===== src/rtl/volume_ramp.sv =====
// -----------------------------------------------------------------------------
// volume_ramp
//   Stereo gain stage that sits between the sine generator and the sample FIFO.
//   Each accepted sample pair is scaled by the current gain. The result is
//   registered into a single output stage. The gain then steps toward the
//   effective target by RAMP_STEP per accepted sample, so level changes and
//   mute never produce a pop.
//
// Parameters
//   DW        signed sample width per channel
//   GW        gain width, unsigned Q1.(GW-1); 2^(GW-1) is unity
//   RAMP_STEP gain change per accepted sample (1 .. 2^GW-1)
//
// Ports
//   clk, arst_n        clock, asynchronous active-low reset
//   s_data/valid/ready input stream, s_data = {left, right}
//   m_data/valid/ready output stream toward the FIFO, m_data = {left, right}
//   target_gain        requested gain, sampled every cycle
//   mute               forces the effective target to 0
//   cur_gain           gain currently applied to accepted samples
//   ramp_busy          high while the gain is still moving (UP or DOWN)
// -----------------------------------------------------------------------------
module volume_ramp #(
  parameter int DW        = 24,
  parameter int GW        = 8,
  parameter int RAMP_STEP = 1
) (
  input  logic            clk,
  input  logic            arst_n,
  input  logic [2*DW-1:0] s_data,
  input  logic            s_valid,
  output logic            s_ready,
  output logic [2*DW-1:0] m_data,
  output logic            m_valid,
  input  logic            m_ready,
  input  logic [GW-1:0]   target_gain,
  input  logic            mute,
  output logic [GW-1:0]   cur_gain,
  output logic            ramp_busy
);

  typedef enum logic [1:0] {IDLE, UP, DOWN, MUTED} state_t;

  // Product width: signed DW times a zero-extended (GW+1)-bit gain.
  localparam int PW = DW + GW + 1;
  localparam logic signed [PW-1:0] SAT_MAX = {{(GW+2){1'b0}}, {(DW-1){1'b1}}};
  localparam logic signed [PW-1:0] SAT_MIN = {{(GW+2){1'b1}}, {(DW-1){1'b0}}};
  localparam logic [GW:0]   STEP_W = (GW+1)'(RAMP_STEP);
  localparam logic [GW-1:0] STEP_G = GW'(RAMP_STEP);

  state_t          state_q, state_d;
  logic [GW-1:0]   gain_q, gain_d;
  logic [2*DW-1:0] data_q, data_d;
  logic            valid_q, valid_d;
  logic [GW-1:0]   eff_target;
  logic            accept;

  // Floor-scaled, saturated channel value. The arithmetic shift rounds toward
  // minus infinity, so small negative inputs stay negative.
  function automatic logic [DW-1:0] scale(input logic [DW-1:0] sample,
                                          input logic [GW-1:0] gain);
    logic signed [PW-1:0] prod;
    logic signed [PW-1:0] shifted;
    prod    = $signed({{(GW+1){sample[DW-1]}}, sample}) *
              $signed({{(DW+1){1'b0}}, gain});
    shifted = prod >>> (GW-1);
    if (shifted > SAT_MAX)      shifted = SAT_MAX;
    else if (shifted < SAT_MIN) shifted = SAT_MIN;
    return shifted[DW-1:0];
  endfunction

  assign eff_target = mute ? '0 : target_gain;
  // Depends only on registered state and m_ready, never on s_valid.
  assign s_ready    = !valid_q || m_ready;
  assign accept     = s_valid && s_ready;

  always_comb begin
    // NOTE: every variable gets a default before any branch, so no path
    // leaves it unassigned and no latch is inferred.
    valid_d = valid_q;
    data_d  = data_q;
    gain_d  = gain_q;
    state_d = IDLE;

    // Output stage: load on accept, drop valid after a bare transfer, hold
    // everything under backpressure.
    if (accept) begin
      valid_d = 1'b1;
      data_d  = {scale(s_data[2*DW-1:DW], gain_q), scale(s_data[DW-1:0], gain_q)};
    end else if (m_ready) begin
      valid_d = 1'b0;
    end

    // The gain moves only on accepts. It lands exactly on the target when the
    // target is within one step, so it cannot overshoot or wrap.
    if (accept) begin
      if (eff_target > gain_q) begin
        if (({1'b0, eff_target} - {1'b0, gain_q}) <= STEP_W) gain_d = eff_target;
        else                                                  gain_d = gain_q + STEP_G;
      end else if (eff_target < gain_q) begin
        if (({1'b0, gain_q} - {1'b0, eff_target}) <= STEP_W) gain_d = eff_target;
        else                                                  gain_d = gain_q - STEP_G;
      end
    end

    // The state is re-evaluated every cycle, so a mute release shows UP even
    // before the next sample arrives.
    if (gain_d < eff_target)           state_d = UP;
    else if (gain_d > eff_target)      state_d = DOWN;
    else if (mute && (gain_d == '0))   state_d = MUTED;
    else                               state_d = IDLE;
  end

  // NOTE: non-blocking assignments keep every flop sampling pre-edge values,
  // independent of process ordering in simulation.
  always_ff @(posedge clk or negedge arst_n) begin
    if (!arst_n) begin
      // NOTE: the output data register is reset too, so m_data reads 0 (not
      // stale audio) while reset is held.
      valid_q <= 1'b0;
      data_q  <= '0;
      gain_q  <= '0;
      state_q <= IDLE;
    end else begin
      valid_q <= valid_d;
      data_q  <= data_d;
      gain_q  <= gain_d;
      state_q <= state_d;
    end
  end

  assign m_valid   = valid_q;
  assign m_data    = data_q;
  assign cur_gain  = gain_q;
  assign ramp_busy = (state_q == UP) || (state_q == DOWN);

endmodule


===== config.mk =====
export PLATFORM = sky130hd
export DESIGN_NAME = volume_ramp
export DESIGN_NICKNAME = d
export VERILOG_FILES = /design/src/rtl/volume_ramp.sv
export SDC_FILE = /design/constraint.sdc
export NUM_CORES = 1
export LEC_CHECK = 0
export CAP_MARGIN = 20
export CELL_PAD_IN_SITES_DETAIL_PLACEMENT = 0
export CELL_PAD_IN_SITES_GLOBAL_PLACEMENT = 2
export CORE_MARGIN = 4
export CORE_UTILIZATION = 35
export DETAILED_ROUTE_END_ITERATION = 8
export HOLD_SLACK_MARGIN = 0.15
export PLACE_DENSITY_LB_ADDON = 0.1
export SLEW_MARGIN = 40
export SYNTH_ARGS = -nofsm -noshare
export SYNTH_HDL_FRONTEND = slang
export SYNTH_SLANG_ARGS = --single-unit

===== constraint.sdc =====
create_clock -name clk -period 5.69 [get_ports clk]
set_input_delay 0.569 -clock clk [delete_from_list [all_inputs] [get_ports clk]]
set_output_delay 0.569 -clock clk [all_outputs]
set_load 0.01 [all_outputs]

# Yosys cells after proc, flatten, opt, wreduce, memory -nomap -nowiden
# Index checks and enable logic that the tools add are counted.
# word_totals
reg_bits	59
latch_bits	0
ramBits	0
romBits	0
inputBits	61
output_inout_bits	59
wordCells	44
n_memories	0
# classes
n_addsub	4
n_mul	2
div_mod_pow	0
order_cmp	10
eq_ne	2
n_shift	0
muxes	15
bitwise	0
n_reduce_logical	7
# op_table
cell	n
24-bit 2-to-1 mux	4
24-bit by 9-bit multiplier with 33-bit output	2
26-bit by 24-bit > comparator with 1-bit output, second input constant	2
26-bit by 24-bit less-than comparator with 1-bit output, second input constant	2
8-bit 2-to-1 mux	6
9-bit by 1-bit less-or-equal comparator with 1-bit output, second input constant	2
8-bit by 8-bit subtractor with 9-bit output	2
8-bit > comparator	2
8-bit less-than comparator	2
8-bit by 1-bit adder with 8-bit output, second input constant	1
8-bit logical NOT	1
8-bit by 1-bit subtractor with 8-bit output, second input constant	1
2-bit 2-to-1 mux	3
2-bit by 1-bit == test with 1-bit output, second input constant	1
2-bit == test, second input constant	1
1-bit logical AND	2
1-bit logical OR	2
1-bit 2-to-1 mux	2
2-bit nonzero test	1
1-bit logical NOT	1

# Longest topological paths before layout
# depth
word_depth	12
depth_mapped	25
mapped_depth_nobuf	21

# Worst setup path after synthesis
# No wires, ideal clock.
# synth_path
path_type	register -> register
from	reg gain_q[4] (netlist: cur_gain[4])
to	reg data_q[38] (netlist: m_data[38])
setup_time_ns	0.126
arrival_time_ns	5.821
required_ns	5.564
setup_slack_ns	-0.257
path_stages_with_launch	25
path_buffers	5
period_less_slack_ns	5.947
path_cell_list	dfrtp_1 > clkbuf_1 > clkbuf_1 > clkbuf_1 > nand2_1 > fa_1 > inv_1 > fa_1 > fa_1 > inv_1 > fa_1 > inv_1 > ha_1 > clkbuf_1 > a211oi_1 > o2111ai_1 > o21ba_2 > o21ai_1 > a31o_2 > a21oi_1 > xnor2_1 > a21oi_1 > nor2_1 > buf_2 > a221o_1
# synth_between
elab_chain_cells	4
elab_cells_between_ends	5
cone_classes	1 x mul; 2 x order compare; 2 x mux
# synth_rtl
item	line_no	text
from (decl)	52	logic [GW-1:0] gain_q, gain_d;
from (signal assigned)	127	gain_q <= gain_d;
24-bit by 9-bit multiplier with 33-bit output *	64	prod = $signed({{(GW+1){sample[DW-1]}}, sample}) *
26-bit by 24-bit less-than comparator with 1-bit output	68	else if (shifted < SAT_MIN) shifted = SAT_MIN;
24-bit 2-to-1 mux	68	
24-bit 2-to-1 mux *	67	if (shifted > SAT_MAX) shifted = SAT_MAX;
to (signal assigned)	126	data_q <= data_d;
to (decl)	53	logic [2*DW-1:0] data_q, data_d;
# Every way passes the cells marked *; elsewhere a longest branch is shown, timed or not.
# A chain may end at the register's enable or synchronous reset.

# Final worst setup path
# layout_path
from	reg gain_q[4] (netlist: cur_gain[4])
to	reg data_q[27] (netlist: m_data[27])
# Same word-level chain as after synthesis.

==> results_dict.tcl <==
set metrics [dict create \
    status "completed" \
    period_needed_ps 5610 \
    synth_edf_count 0 \
    synth_area_mm2 0.0170 \
    layout-drive-gt1-share_pct 20.5 \
    numCtsBuffers 9 \
    grt_overflow 0 \
    nNetsFinal 2880 \
    utilization_pct 47.0 \
    ys_async_sr_fraction_pct 100 \
    cp_data_required_time_ps 5950 \
    layout_commonest_cell "inv_1" \
    fin_crit_sh_pct 98.6 \
    rows 80 \
    cts.htree.levels 3 \
    avgViaCountPerCell 4.82 \
    gp_congestion 0.877 \
    track_usage_pct 19.5 \
    final_cell_mix "inv_1, fa_1, buf_4, nand2_1, and2_1" \
    grt_max_degree 60 \
    clk_latency_ps 390 \
    path_common_cell "fa_1" \
    firstDrtPassIters 5 \
    start_util_pct 35.5 \
    cts_tree "yes" \
    drv_slew 0 \
    rsz0062_at_grt "yes" \
    cts_root_buffer "clkbuf_16" \
    crit_path_end_kind "register" \
    wl_per_cell_um 16.8 \
    numClockSinks 59 \
    clkSlewWorstSetupHoldPaths_ps 80 \
    die_w_um 228 \
    portBuffers 119 \
    hp-class "in2async" \
    cp_data_arrival_time_ps 5860 \
    syn_avg_cell_area_um2 8.58 \
    timing.critical_path.fanout_max 6 \
    setup.worst_path.start_class "register" \
    core_area_mm2 0.0478 \
    cap_violations 0 \
    ctsHoldBuffers 0 \
    dp_hpwl_um 40400 \
    layout_setup_ws_ps 82.2 \
    ys_ff_latch 59 \
    synthCells 1982 \
    grt_pass1_wl_um 82700 \
    pre_cts_ws_ps -738 \
    crit_type "reg2reg" \
    drt_iter0_markers 501 \
    ys_warn_count 0 \
    synth_mux_area_share_pct 0.294 \
    io_pins 120 \
    antenna_found_initial 5 \
    syn-num-nets 2493 \
    synth.distinct_cells 82 \
    skew_ps 26.4 \
    clockBufferDepth 2 \
    area_growth_pct 32.3 \
    synth_top_family_by_area "adder cells" \
    setup_viol 0 \
    hold_viol 0 \
    dr_total_vias 14400 \
    yosys.area_share.adder_pct 46.3 \
    cp_slowest_stage_delay_ps 570 \
    ys_seq_area_share_pct 8.68 \
    synth-xor-area-share_pct 3.44 \
    synthFlopType "dfrtp_1" \
    synth-compound-area-share_pct 12.4 \
    dieArea_mm2 0.0522 \
    drc 0 \
    die_y_um 228 \
    critPathSlowestCell "fa_1" \
    max_freq_mhz 178 \
    max_slew.worst_pin.slew_ps 684 \
    yosys.area_share.simple_pct 17.2 \
    ant_nets 0 \
    grt_pass1_vias 16000 \
    path_cells "buf_6 > buf_4 > clkbuf_16 > and2_1 > fa_1 > fa_1 > fa_1 > inv_1 > fa_1 > inv_1 > ha_4 > and4_1 > buf_4 > a21oi_2 > o22ai_2 > a311oi_2 > xnor2_1 > buf_4 > o21ai_4 > buf_12 > buf_12 > nand2_1 > a22o_1" \
    max_slew_margin_pct 54.4 \
    drt_wl_total_um 50300 \
    nFillCells 4702 \
]
[flip-flops by register name, summed over array words and instances (netlist names)]
name	cells
m_valid	1
state_q	2
m_data	48
cur_gain	8
[worst max-delay path: cells and delay by family (launching register included)]
kind,cells,cell delay [ps]
buffers and inverters,9,1150
DFF,1,500
adders and majority gates,5,2320
AOI/OAI and AO/OA,5,970
and+or+nand+nor,3,410
xor gates and xnor gates,1,150
[cell usage after synthesis (all sizes together), types with 4 or more instances]
cell,n,area (µm²)
xor2,23,201
a22o,18,158
o211ai,9,67.6
o21bai,6,45.0
nand2,249,942
xnor2,43,384
a21o,19,143
mux2i,5,50.1
a21oi,73,369
o21ai,50,254
o31ai,9,77.6
nor4,4,25.0
nand4,9,56.3
a221o,27,272
and2,189,1180
a31oi,6,37.5
clkbuf,59,221
nor2,61,231
o22ai,4,25.0
buf,10,57.6
o21a,10,75.1
inv,454,1700
a311oi,4,35.0
nor3,15,80.1
ha,150,1880
nand2b,13,81.3
a211oi,13,103
a2111oi,4,61.3
a31o,5,43.8
dfrtp,59,1480
and3,4,25.0
a21boi,4,30.0
nor2b,11,68.8
or2,7,43.8
nand3,10,50.1
o2111ai,5,56.3
fa,300,6010
[area by class of cell]
| class | instances | area [µm²] | share of cell area, % |
|---|---|---|---|
| inverter | 454 | 1700 | 7.57 |
| sequential | 59 | 1490 | 6.61 |
| multi-input combinational | 1400 | 14200 | 63.0 |
| timing repair buffer | 445 | 4090 | 18.2 |
| tap | 615 | 769 | 3.42 |
| clock inverter | 5 | 30.0 | 0.133 |
| clock buffer | 10 | 239 | 1.06 |
| antenna | 3 | 7.51 | 0.0334 |
[through the flow]
stage	hold WS [ps]	TNS (ps)	std cells	instance area, µm²
global route	224	-1080	2990	22500
detailed placement	476	-27590	2927	21000
CTS	190	0	2945	21300
floorplan	273	0	1982	17000
finish	187	0	2991	22500
global placement	478	-25740	2927	21000
[final timing paths]
kind	to	start	slack (ps)	depth (start not counted)
min	cur_gain[7]$_DFF_PN0_	arst_n	190	1
max	m_data[27]$_DFFE_PN0P_	cur_gain[4]$_DFF_PN0_	80	23
min in group clk	m_data[23]$_DFFE_PN0P_	m_data[23]$_DFFE_PN0P_	490	2
max in group asynchronous	cur_gain[4]$_DFF_PN0_	arst_n	4980	1
max reg2reg	m_data[27]$_DFFE_PN0P_	cur_gain[4]$_DFF_PN0_	80	23
min reg2reg	m_data[23]$_DFFE_PN0P_	m_data[23]$_DFFE_PN0P_	490	2
[routing by layer]
| metal | global-route usage [%] | part of all wire [%] | vias up |
|---|---|---|---|
| met5 | 0 | 0 | - |
| met4 | 5.68 | 2.6 | 0 |
| met3 | 2.92 | 2.9 | 61 |
| met2 | 33.4 | 49 | 201 |
| met1 | 25.7 | 46 | 7192 |
| li1 | - | - | 6952 |
[cells by family (layout without fill, tap and decap cells)]
| group | count (synthesis) | after routing |
|---|---|---|
| and+or+nand+nor | 587 | 587 |
| buffers and inverters | 523 | 914 |
| adders and majority gates | 450 | 450 |
| AOI/OAI and AO/OA | 292 | 292 |
| xor gates and xnor gates | 66 | 66 |
| DFF | 59 | 59 |
| muxes | 5 | 5 |
| other | 0 | 3 |
[repair_timing]
item / in CTS / in global routing
pin swaps: 8 / 94
gates resized for setup: 31 / 154
setup buffers: 3 / 37
cloned: 0 / 6
endpoints found under the setup margin: 46 / 47
Power is left out: the tool's default activity adds up to more than one toggle a clock period on the data nets, which glitch-free logic cannot reach.
